File: src/rtl/mvu_result_dma_if.sv
// Handshake bundle between the result DMA, the MVU data-RAM read port and the system write port.
interface mvu_result_dma_if;
    logic [14:0] mvu_rd_address;
    logic        mvu_rd_valid;
    logic        mvu_rd_ready;
    logic [63:0] mvu_rd_data;
    logic [31:0] dest_address;
    logic [31:0] dest_data;
    logic        dest_valid;
    logic        dest_ready;

    modport master (
        output mvu_rd_address, mvu_rd_valid, dest_address, dest_data, dest_valid,
        input  mvu_rd_ready, mvu_rd_data, dest_ready
    );

    modport slave (
        input  mvu_rd_address, mvu_rd_valid, dest_address, dest_data, dest_valid,
        output mvu_rd_ready, mvu_rd_data, dest_ready
    );
endinterface

File: src/rtl/mvu_result_dma.sv
// Moves 64-bit words out of the MVU data RAM into system memory as pairs of 32-bit writes
// (low half first), raising a one-cycle irq and a sticky done flag on completion.
module mvu_result_dma (
    input  logic                     clk,
    input  logic                     rst,
    mvu_result_dma_if.master         bus,
    input  logic [14:0]              dma_source_addr_i,
    input  logic [31:0]              dma_dest_addr_i,
    input  logic [15:0]              dma_transfer_size_i,
    input  logic                     dma_transfer_start_i,
    output logic [31:0]              dma_status_o,
    output logic                     dma_irq
);

    typedef enum logic [2:0] {
        IDLE  = 3'd0,
        READ  = 3'd1,
        WR_LO = 3'd2,
        WR_HI = 3'd3,
        DONE  = 3'd4
    } state_t;

    state_t      state_r, state_s;
    logic [14:0] src_r, src_s;
    logic [31:0] dst_r, dst_s;
    logic [15:0] size_r, size_s;
    logic [15:0] cnt_r, cnt_s;
    logic [63:0] buf_r, buf_s;
    logic        done_r, done_s;
    logic [31:0] dest_data_r, dest_data_s;
    logic        rd_valid_r;
    logic        dest_valid_r;
    logic        irq_r;
    logic [31:0] status_r;

    // Next-state and datapath updates; outputs are then registered from the next-state values
    always_comb begin
        state_s = state_r;
        src_s   = src_r;
        dst_s   = dst_r;
        size_s  = size_r;
        cnt_s   = cnt_r;
        buf_s   = buf_r;
        done_s  = done_r;
        case (state_r)
            IDLE: begin
                if (dma_transfer_start_i) begin
                    src_s  = dma_source_addr_i;
                    dst_s  = dma_dest_addr_i;
                    size_s = dma_transfer_size_i;
                    cnt_s  = 16'd0;
                    done_s = 1'b0;
                    if (dma_transfer_size_i == 16'd0) begin
                        state_s = DONE;
                    end else begin
                        state_s = READ;
                    end
                end else begin
                    state_s = IDLE;
                end
            end
            READ: begin
                if (bus.mvu_rd_ready) begin
                    buf_s   = bus.mvu_rd_data;
                    src_s   = src_r + 15'd1;
                    state_s = WR_LO;
                end else begin
                    state_s = READ;
                end
            end
            WR_LO: begin
                if (bus.dest_ready) begin
                    dst_s   = dst_r + 32'd4;
                    state_s = WR_HI;
                end else begin
                    state_s = WR_LO;
                end
            end
            WR_HI: begin
                if (bus.dest_ready) begin
                    dst_s = dst_r + 32'd4;
                    cnt_s = cnt_r + 16'd1;
                    // 16-bit compare so size 65535 terminates without wrapping the counter
                    if ((cnt_r + 16'd1) == size_r) begin
                        state_s = DONE;
                    end else begin
                        state_s = READ;
                    end
                end else begin
                    state_s = WR_HI;
                end
            end
            DONE: begin
                done_s  = 1'b1;
                state_s = IDLE;
            end
            default: begin
                state_s = IDLE;
            end
        endcase

        case (state_s)
            WR_LO:   dest_data_s = buf_s[31:0];
            WR_HI:   dest_data_s = buf_s[63:32];
            default: dest_data_s = 32'd0;
        endcase
    end

    // State, datapath and registered output flags
    always_ff @(posedge clk or posedge rst) begin
        if (rst) begin
            state_r      <= IDLE;
            src_r        <= 15'd0;
            dst_r        <= 32'd0;
            size_r       <= 16'd0;
            cnt_r        <= 16'd0;
            buf_r        <= 64'd0;
            done_r       <= 1'b0;
            dest_data_r  <= 32'd0;
            rd_valid_r   <= 1'b0;
            dest_valid_r <= 1'b0;
            irq_r        <= 1'b0;
            status_r     <= 32'd0;
        end else begin
            state_r      <= state_s;
            src_r        <= src_s;
            dst_r        <= dst_s;
            size_r       <= size_s;
            cnt_r        <= cnt_s;
            buf_r        <= buf_s;
            done_r       <= done_s;
            dest_data_r  <= dest_data_s;
            rd_valid_r   <= (state_s == READ);
            dest_valid_r <= (state_s == WR_LO) || (state_s == WR_HI);
            irq_r        <= (state_s == DONE);
            status_r     <= {cnt_s, 14'd0, done_s, (state_s != IDLE)};
        end
    end

    assign bus.mvu_rd_address = src_r;
    assign bus.mvu_rd_valid   = rd_valid_r;
    assign bus.dest_address   = dst_r;
    assign bus.dest_data      = dest_data_r;
    assign bus.dest_valid     = dest_valid_r;
    assign dma_status_o       = status_r;
    assign dma_irq            = irq_r;

endmodule

File: src/flat_wrapper.sv
// flat-port wrapper written by rule: the top's interface ports become plain ports
module mvu_result_dma_flat 
  (clk, rst, dma_source_addr_i, dma_dest_addr_i, dma_transfer_size_i, dma_transfer_start_i, dma_status_o, dma_irq, bus_mvu_rd_address, bus_mvu_rd_valid, bus_dest_address, bus_dest_data, bus_dest_valid, bus_mvu_rd_ready, bus_mvu_rd_data, bus_dest_ready);
  mvu_result_dma_if bus_i ();
  input  logic clk;
  input  logic rst;
  input  logic [14:0] dma_source_addr_i;
  input  logic [31:0] dma_dest_addr_i;
  input  logic [15:0] dma_transfer_size_i;
  input  logic dma_transfer_start_i;
  output logic [31:0] dma_status_o;
  output logic dma_irq;
  output wire logic [$bits(bus_i.mvu_rd_address)-1:0] bus_mvu_rd_address;
  output wire logic [$bits(bus_i.mvu_rd_valid)-1:0] bus_mvu_rd_valid;
  output wire logic [$bits(bus_i.dest_address)-1:0] bus_dest_address;
  output wire logic [$bits(bus_i.dest_data)-1:0] bus_dest_data;
  output wire logic [$bits(bus_i.dest_valid)-1:0] bus_dest_valid;
  input wire logic [$bits(bus_i.mvu_rd_ready)-1:0] bus_mvu_rd_ready;
  input wire logic [$bits(bus_i.mvu_rd_data)-1:0] bus_mvu_rd_data;
  input wire logic [$bits(bus_i.dest_ready)-1:0] bus_dest_ready;
  assign bus_mvu_rd_address = bus_i.mvu_rd_address;
  assign bus_mvu_rd_valid = bus_i.mvu_rd_valid;
  assign bus_dest_address = bus_i.dest_address;
  assign bus_dest_data = bus_i.dest_data;
  assign bus_dest_valid = bus_i.dest_valid;
  assign bus_i.mvu_rd_ready = bus_mvu_rd_ready;
  assign bus_i.mvu_rd_data = bus_mvu_rd_data;
  assign bus_i.dest_ready = bus_dest_ready;
  mvu_result_dma u_core (.clk(clk), .rst(rst), .bus(bus_i), .dma_source_addr_i(dma_source_addr_i), .dma_dest_addr_i(dma_dest_addr_i), .dma_transfer_size_i(dma_transfer_size_i), .dma_transfer_start_i(dma_transfer_start_i), .dma_status_o(dma_status_o), .dma_irq(dma_irq));
endmodule
File: config.mk
export PLATFORM = sky130hd
export DESIGN_NAME = mvu_result_dma_flat
export DESIGN_NICKNAME = d
export VERILOG_FILES = /design/src/rtl/mvu_result_dma_if.sv /design/src/rtl/mvu_result_dma.sv /design/src/flat_wrapper.sv
export SDC_FILE = /design/constraint.sdc
export NUM_CORES = 1
export LEC_CHECK = 0
export ABC_CLOCK_PERIOD_IN_PS = 17700
export CAP_MARGIN = 30
export CORE_MARGIN = 4
export CORE_UTILIZATION = 52
export CTS_CLUSTER_DIAMETER = 40
export CTS_CLUSTER_SIZE = 16
export DETAILED_ROUTE_END_ITERATION = 10
export PLACE_DENSITY = 0.9
export SKIP_LAST_GASP = 1
export SLEW_MARGIN = 10
export SYNTH_ARGS = -nofsm -noshare
export SYNTH_HDL_FRONTEND = slang
export SYNTH_SLANG_ARGS = --single-unit
File: constraint.sdc
create_clock -name clk -period 17.7 [get_ports clk]
set_input_delay 3.54 -clock clk [delete_from_list [all_inputs] [get_ports clk]]
set_output_delay 3.54 -clock clk [all_outputs]
set_load 0.05 [all_outputs]
==> reports/metrics.yaml <==
setup_path:
  worstPathCellList: "clkdlybuf4s50_1 > or3b_1 > nor2_2 > buf_8 > a2bb2oi_2 > buf_4 > o21ai_1 > and2_1 > buf_4 > a32o_1"
  cp_max_fo: 35
  path_buf_inv: 4
  reg2reg_from: "u_core.state_r[0]$_DFF_PP0_"
  reg2reg_slack_ns: 14.82
  critPathMostFrequentCell: "buf_4"
  path_class: "in2reg"
  cp-start-kind: "primary input"
  crit_path_top_delay_cell: "clkdlybuf4s50_1"
  rr_endpoint: "u_core.bus.dest_data[13]$_DFF_PP0_"
  required_ns: 18.06
  crit_arrival_ns: 6.32
  critPathMaxStageDelay_ns: 0.51
  critPathTopFamily: "buffers and inverters"
  reg2reg_depth: 9
  end_kind: "register"
timing:
  finalSetupTns_ns: 0
  finalSetupViolCount: 0
  hold_viol_final: 0
  worst_pin_slew_ns: 0.887
  fin_ws_ns: 11.74
  rsz0062_at_grt: "no"
  fmax_mhz: 168
  drv_slew: 0
  worst_clock_skew_ns: 0.0149
  period_share_pct: 33.7
  maxSlewHeadroom_pct: 40.7
  whs_ns: 0.477
  min_period_ns: 5.96
floorplanning:
  rows: 47
  core_sq_mm: 0.0166
  dieArea_sq_mm: 0.0190
  die_h_microns: 138
  io_pins: 246
  start_util_pct: 53.0
  chipWidth_microns: 138
finish:
  final_cell_mix: "298 x nand2_1, 231 x clkdlybuf4s50_1, 183 x dfrtp_1"
  area_growth_pct: 34.9
  antennaDiodeCount: 0
  seqCellArea_sq_mm: 0.00458
  final_common_cell: "nand2_1"
  final_util_pct: 71.5
  fillers: 1207
  final_nets: 1334
  multi_input_area_sq_mm: 0.00388
  fin_area_sq_mm: 0.0119
  stdcell_count: 1432
  drive_gt1_share_pct: 5.86
yosys:
  synth_top_area_share_pct: 52.1
  synth_edf_count: 0
  yosys.area.top_type: "dfrtp_1"
  syn_area_sq_mm: 0.00879
  syn_inst: 1000
  ys_warn_count: 0
  yosys-top-cells-area: "dfrtp_1 52%, nand2_1 13%, a21oi_1 3.9%, a32o_1 3.6%, o21ai_0 3.2%"
  ys_ff_latch: 183
  avgSynthCellArea_sq_um: 8.79
  ys_types: 62
  ys.flop_type: "dfrtp_1"
  async_flop_share_pct: 100
  seq_area_frac_synth_pct: 52.1
clock_tree:
  ctsResizeCount: 0
  clock_sinks: 183
  numCtsBuffers: 17
  cts_max_level: 4
  clockBufferDepth: 2
  ctsHoldBuffers: 0
  cts_tree: "built"
  cts_setup_buffers: 0
  clockRootBuffer: "clkbuf_16"
  clkTransAtPathRegs_ns: 0.07
  clkLatencyLatePin_ns: 0.43
power_and_ir_drop:
  p_per_area_mw_per_mm2: 181
  clkPwrFrac_pct: 17.4
  power_mw: 2.14
  swShare_pct: 46.7
  worst_ir_drop_vdd_mv: 0.121
  switchingPower_mw: 1.00
  combPwrFrac_pct: 49.8
  p_int_mw: 1.14
  p_leak_nw: 5.21
  p_seq_share_pct: 32.8
detailed_routing:
  finalWirelength_mm: 25.2
  drcViolationCount: 0
  drtPass1Iterations: 5
  vias: 8267
  wl_per_cell_microns: 17.6
  drtAntennaViolNets: 0
  drt_iter0_drc: 658
  vias_per_cell: 5.77
placed_design:
  post-place-ws_ns: 11.11
  portBuffers: 231
  dp.cells: 1397
  dpl.hpwl_mm: 17.2
  place_congestion: 0.877
  placed_cell_area_sq_mm: 0.0112
min_path:
  hp-class: "reg2reg"
  holdPathEnd: "u_core.buf_r[43]$_DFF_PP0_"
  worstHoldPathCells: 2
  min-delay-start: "u_core.buf_r[43]$_DFF_PP0_"
global_route:
  grt_first_pass_wirelength_mm: 40.9
  grt_pass1_vias: 8083
  overflow: 0
  grt_antenna_before_repair: 0
  grt.total_usage_pct: 25.8
  grt_max_degree: 109
job:
  cap_viol_max_count: 0
status:
  status: "complete, no violations"
## Yosys cell counts (8+ instances only)
cell	instances
nand2_1	299
dfrtp_1	183
a21oi_1	68
o21ai_0	57
clkbuf_1	52
nor2_1	49
nand3_1	38
a32o_1	32
xnor2_1	19
nor3_1	17
buf_4	15
o22ai_1	14
and3_1	12
nand4_1	12
inv_1	11
nor4_1	10
a31oi_1	8
o31ai_1	8
## flip-flops by register name, summed over array words and instances, names as in the netlist, named ones only
signal and cells:
u_core.buf_r 64, u_core.bus.dest_address 32, u_core.bus.dest_data 32, u_core.size_r 16, u_core.bus.mvu_rd_address 15, u_core.state_r 3
u_core.bus.dest_valid 1, u_core.bus.mvu_rd_valid 1, u_core.dma_irq 1, u_core.dma_status_o 1
## worst register-to-register path, cell delays in order (launching register included)
cell	delay, ns
dfrtp_1	0.49
or3b_1	0.51
nor2_2	0.44
buf_8	0.23
a2bb2oi_2	0.07
buf_4	0.25
o21ai_1	0.14
and2_1	0.14
buf_4	0.34
a32o_1	0.21
## worst max-delay path by stage
stage                                     from                                 end  slack [ns]  cells after the start
after floorplan                            rst          asynchronous set/reset pin        9.19                      1
after global placement    dma_transfer_start_i  u_core.bus.dest_data[19]$_DFF_PP0_       11.25                      9
after detailed placement  dma_transfer_start_i   u_core.bus.dest_data[7]$_DFF_PP0_       11.11                      9
after CTS                 dma_transfer_start_i  u_core.bus.dest_data[22]$_DFF_PP0_       11.54                      9
after global routing      dma_transfer_start_i   u_core.bus.dest_data[7]$_DFF_PP0_       11.63                     10
final                     dma_transfer_start_i  u_core.bus.dest_data[13]$_DFF_PP0_       11.74                     10
## metal layers
metal	global-route usage (%)	wire length (microns)	vias up
li1	-	-	3857
met1	32.9	10100	3958
met2	43.6	12800	406
met3	5.39	1770	46
met4	9.78	614	0
met5	0	0	-
## area by class of cell
cell class	count	area share [%]
Multi-Input combinational cell	740	32.8
Timing Repair Buffer	246	21.0
Clock buffer	20	3.85
Inverter	11	0.391
Clock inverter	12	1.08
Tap cell	220	2.32
Sequential cell	183	38.6
## power groups by stage
stage,registers (mW),clock network (mW),logic [mW]
2_1_floorplan,0.936,0,0.487
3_3_place_gp,0.698,0,1.02
3_5_place_dp,0.705,0,1.06
4_1_cts,0.700,0.376,1.06
5_1_grt,0.722,0.395,1.15
6_report,0.702,0.372,1.07
## cells by family (layout without fill, tap and decap cells)
family	Yosys count	count (layout)	share of synthesized area, %
AO/OA/AOI/OAI	223	223	16.5
XOR/XNOR	23	23	2.29
adder cells (fa/ha/maj)	3	3	0.427
buffers and inverters	90	289	4.57
flip-flops	183	183	52.1
other	1	14	0.0427
AND/OR/NAND/NOR	477	477	24.1
No activity file was read; power rests on OpenSTA's default activity.
